**src/rtl/alu_operand_buffer.sv**
```systemverilog
// -----------------------------------------------------------------------------
// alu_operand_buffer
//
// Two-entry registered skid buffer between decode/issue and the ALU. Decode
// pushes an operand pair plus opcode; the ALU pops the head entry. A stall on
// the ALU side is absorbed by the skid entry, so nothing is lost. Both
// handshakes are fully registered: i_in_ready and all o_out_* outputs depend
// only on flops.
//
// Ports
//   i_clk        clock, rising edge
//   i_rst_n      asynchronous active-low reset
//   i_flush      synchronous flush, drops every held entry
//   i_in_valid   producer presents i_in_a / i_in_b / i_in_op
//   o_in_ready   buffer accepts an entry this cycle (not FULL)
//   i_in_a/b     operands A and B
//   i_in_op      ALU opcode
//   o_out_valid  head entry valid (not EMPTY)
//   i_out_ready  ALU consumes the head entry this cycle
//   o_out_a/b    head operands (registered)
//   o_out_op     head opcode (registered)
//   o_occupancy  entries held: 0, 1 or 2
// -----------------------------------------------------------------------------
module alu_operand_buffer #(
    parameter int DATA_W = 32,
    parameter int OP_W   = 4
) (
    input  logic              i_clk,
    input  logic              i_rst_n,
    input  logic              i_flush,
    input  logic              i_in_valid,
    output logic              o_in_ready,
    input  logic [DATA_W-1:0] i_in_a,
    input  logic [DATA_W-1:0] i_in_b,
    input  logic [OP_W-1:0]   i_in_op,
    output logic              o_out_valid,
    input  logic              i_out_ready,
    output logic [DATA_W-1:0] o_out_a,
    output logic [DATA_W-1:0] o_out_b,
    output logic [OP_W-1:0]   o_out_op,
    output logic [1:0]        o_occupancy
);

    // The state encoding is the occupancy count.
    typedef enum logic [1:0] {
        EMPTY = 2'd0,
        ONE   = 2'd1,
        FULL  = 2'd2
    } state_t;

    state_t              r_state;
    state_t              w_state_next;

    logic [DATA_W-1:0]   r_head_a;
    logic [DATA_W-1:0]   r_head_b;
    logic [OP_W-1:0]     r_head_op;
    logic [DATA_W-1:0]   r_skid_a;
    logic [DATA_W-1:0]   r_skid_b;
    logic [OP_W-1:0]     r_skid_op;

    logic                w_push;
    logic                w_pop;
    logic                w_head_from_in;
    logic                w_head_from_skid;
    logic                w_skid_from_in;

    assign o_in_ready  = (r_state != FULL);
    assign o_out_valid = (r_state != EMPTY);
    assign o_occupancy = r_state;
    assign o_out_a     = r_head_a;
    assign o_out_b     = r_head_b;
    assign o_out_op    = r_head_op;

    assign w_push = i_in_valid & o_in_ready;
    assign w_pop  = o_out_valid & i_out_ready;

    // Next-state and data-register load selects.
    always_comb begin
        w_state_next     = r_state;
        w_head_from_in   = 1'b0;
        w_head_from_skid = 1'b0;
        w_skid_from_in   = 1'b0;

        case (r_state)
            EMPTY: begin
                if (w_push) begin
                    w_head_from_in = 1'b1;
                    w_state_next   = ONE;
                end
            end
            ONE: begin
                if (w_push && w_pop) begin
                    // Full throughput: new entry replaces the consumed head.
                    w_head_from_in = 1'b1;
                end else if (w_push) begin
                    w_skid_from_in = 1'b1;
                    w_state_next   = FULL;
                end else if (w_pop) begin
                    w_state_next   = EMPTY;
                end
            end
            FULL: begin
                // No push possible here since o_in_ready is low.
                if (w_pop) begin
                    w_head_from_skid = 1'b1;
                    w_state_next     = ONE;
                end
            end
            default: begin
                w_state_next = EMPTY;
            end
        endcase

        // Flush wins over everything; a same-cycle input is discarded, while a
        // same-cycle pop has already been consumed by the ALU.
        if (i_flush) begin
            w_state_next     = EMPTY;
            w_head_from_in   = 1'b0;
            w_head_from_skid = 1'b0;
            w_skid_from_in   = 1'b0;
        end
    end

    always_ff @(posedge i_clk or negedge i_rst_n) begin
        if (!i_rst_n) begin
            r_state <= EMPTY;
        end else begin
            r_state <= w_state_next;
        end
    end

    // Data registers keep their last value when not loaded (not cleared on pop).
    always_ff @(posedge i_clk or negedge i_rst_n) begin
        if (!i_rst_n) begin
            r_head_a  <= '0;
            r_head_b  <= '0;
            r_head_op <= '0;
        end else if (w_head_from_in) begin
            r_head_a  <= i_in_a;
            r_head_b  <= i_in_b;
            r_head_op <= i_in_op;
        end else if (w_head_from_skid) begin
            r_head_a  <= r_skid_a;
            r_head_b  <= r_skid_b;
            r_head_op <= r_skid_op;
        end
    end

    always_ff @(posedge i_clk or negedge i_rst_n) begin
        if (!i_rst_n) begin
            r_skid_a  <= '0;
            r_skid_b  <= '0;
            r_skid_op <= '0;
        end else if (w_skid_from_in) begin
            r_skid_a  <= i_in_a;
            r_skid_b  <= i_in_b;
            r_skid_op <= i_in_op;
        end
    end

endmodule

```
**config.mk**
```make
export PLATFORM = sky130hd
export DESIGN_NAME = alu_operand_buffer
export DESIGN_NICKNAME = d
export VERILOG_FILES = /design/src/rtl/alu_operand_buffer.sv
export SDC_FILE = /design/constraint.sdc
export NUM_CORES = 1
export LEC_CHECK = 0
export ABC_CLOCK_PERIOD_IN_PS = 5340
export CORE_MARGIN = 2
export CORE_UTILIZATION = 30
export CTS_CLUSTER_DIAMETER = 50
export DETAILED_ROUTE_END_ITERATION = 7
export GPL_TIMING_DRIVEN = 0
export SYNTH_ARGS = -nofsm -noshare
export SYNTH_HDL_FRONTEND = slang
export SYNTH_SLANG_ARGS = --single-unit
export TNS_END_PERCENT = 1
```
**constraint.sdc**
```tcl
create_clock -name i_clk -period 5.34 [get_ports i_clk]
set_clock_uncertainty 0.15 [all_clocks]
set_input_delay 1.068 -clock i_clk [delete_from_list [all_inputs] [get_ports i_clk]]
set_output_delay 1.068 -clock i_clk [all_outputs]
set_load 0.05 [all_outputs]
```
==> metrics.txt <==
crit path buf inv count=2; max_cap viols=0; Req. time, crit path=4.12 ns; CTS Root Buffer Type=clkbuf_16; share of layout cells above drive strength 1=18.83%; Initial Util=30.80%; clock latency on the worst-skew pair=0.41 ns; CP top delay family=buffers and inverters; Mapped Cells=386; Clock Path Buffers=2; GRT Resource Usage Total=14.63%; Yosys reg bits=138; Compound-Gate Fraction of Synth Area=12.92%; Max Freq=318.7 MHz; CTS Buf Count=17; total power=0.003380 W; final worst slack=2.202 ns; crit path DAT=1.92 ns; Die X-Extent=140.3 um; setup TNS=0 ns; CP cell instances=inv_1 -> nand2_1 -> clkdlybuf4s50_1; Routed Antenna Nets=0; crit-path max FO=6; core outline area=18090 um^2; outcome=completed; DP HPWL=9559 um; FILL cells=1645; nets=623; slowest stage delay, CP=0.84 ns; Period Utilization, post-route=58.77%; Clock transition at path regs=0.06 ns; # clock sinks=138; H-tree levels=4; Slew @ Worst Pin=0.7320 ns; number of detailed-route iterations in the first pass=4; row count=49; Final setup viols=0; area grow syn2layout=42.05%; post-CTS sizing=0; Worst IR Drop VDD=0.2123 mV; Lkg Pwr=3.418 nW; Place WS=2.068 ns; Mapped Nets=459; vias in the first global route=4157; sequential-to-total area share from yosys stat=61.99%; register area=3453 um^2; first-pass GRT wire length=22710 um; CTS tree=yes; Ys Warns=0; Setup Crit Path Kind=flip-flop to primary output; commonest cells after routing, fill and taps aside=143 x clkdlybuf4s50_1, 138 x dfrtp_1, 69 x and2_1; Max Transition Viols Final=0; post-DR vias/cell=4.922; Mapped Area=5570 um^2; Port Buffers=144; Overflow after GRT=0; CTS Hold Buffers Added=0; syn_area_per_cell=14.43 um^2; Ports=145; GPL Wtd Cong=0.7071; Fin. Hold Viols=0; total wire length=13950 um; PwrDens=427.2 nW/um^2; post-synthesis adder-cell area fraction=0%; RSZ-0062 raised after global routing=false; Setup crit end kind=primary output; total vias in the final route=3898; hold crit path type=flip-flop to flip-flop; post-synthesis simple-gate area fraction=8.648%; Critical-path top delay cell=clkdlybuf4s50_1; most common cell after layout, fill and taps aside=clkdlybuf4s50_1; Yosys cell types=20; fin util=43.75%; Synth Area in XOR/XNOR=0%; Die ar.=19670 um^2; Max transition margin=51.20%; Setup Buffers After CTS=0; initial antenna violation count=0; Worst setup SP type=flip-flop; Die Ht=140.3 um; largest net degree at the start of global routing=77; mux contribution to synthesized area=13.75%; Wirelength per Cell=17.61 um; combinational family with the most area after synthesis=multiplexers; multi-input logic area=1967 um^2; number of antenna diodes=0; Detailed Route Iter0 Violations=158; DRC violations left=0; Period minus WS final=3.138 ns
==> area by class of cell <==
cell class	instances	share of cell area (%)
flip-flops and latches	138	43.64
clock buffers	26	6.309
well taps	229	3.621
repair buffers	145	18.58
plain buffers	29	1.803
multi-input cells	217	24.86
clock inverters	6	1.091
inverters	2	0.09488
==> logic make-up after synthesis <==
group / Yosys count
DFF: 138
and+or+nand+nor: 76
AOI/OAI and AO/OA: 73
muxes: 68
buffers and inverters: 31
==> synthesized netlist by cell type <==
library cell,number,area (um^2)
a21oi_1,1,5.000
a21oi_2,1,8.760
a221o_1,68,680.7
and2_1,69,431.7
and4bb_2,1,12.51
buf_2,12,60.06
buf_4,1,7.510
buf_6,2,22.52
clkbuf_1,14,52.55
dfrtp_1,138,3453
inv_1,2,7.510
mux2_1,9,101.4
mux2_2,59,664.4
nand2_1,3,11.26
nand2b_1,1,6.260
nand3b_1,1,7.510
nor3b_2,1,12.51
o211ai_1,1,7.510
o31ai_1,1,7.510
o32a_1,1,10.01
==> worst paths after layout <==
kind | startpoint | endpoint | slack, ns | cells past startpoint
max | o_occupancy[0] | o_in_ready | 2.20 | 3
min | r_skid_a[26] | r_skid_a[26] | 0.33 | 1
max reg2reg | o_occupancy[1] | r_skid_a[24] | 3.20 | 5
min reg2reg | r_skid_a[26] | r_skid_a[26] | 0.33 | 1
max in group asynchronous | i_rst_n | o_out_a[30] | 3.73 | 2
min in group asynchronous | i_rst_n | o_out_b[28] | 0.54 | 1
==> flip-flops by register name (all words and copies together) (netlist names) <==
| signal | flops |
|---|---|
| o_occupancy | 2 |
| o_out_a | 32 |
| o_out_b | 32 |
| o_out_op | 4 |
| r_skid_a | 32 |
| r_skid_b | 32 |
| r_skid_op | 4 |
==> per-layer routing <==
metal / global-route usage, % / up-vias / routed length [um]
li1: - / 1780 / -
met1: 18.92 / 1997 / 6236
met2: 23.68 / 110 / 6727
met5: 0 / - / 0
met3: 4.479 / 11 / 827
met4: 4.466 / 0 / 155
==> where the power goes <==
group / switching, W / internal [W] / total [W]
sequential: 0.000114 / 0.00127 / 0.00139
clock: 0.000421 / 0.000737 / 0.00116
combinational: 0.000471 / 0.000364 / 0.000836
==> per-stage QoR <==
| stage | hold WS, ns | cells | area, um^2 |
|---|---|---|---|
| 2_1_floorplan | 0.3056 | 386 | 5570 |
| 3_3_place_gp | 0.3150 | 759 | 7298 |
| 3_5_place_dp | 0.3259 | 760 | 7327 |
| 4_1_cts | 0.3389 | 792 | 7913 |
| 5_1_grt | 0.3489 | 792 | 7913 |
| 6_report | 0.3317 | 792 | 7913 |
(Power assumes the default switching activity.)
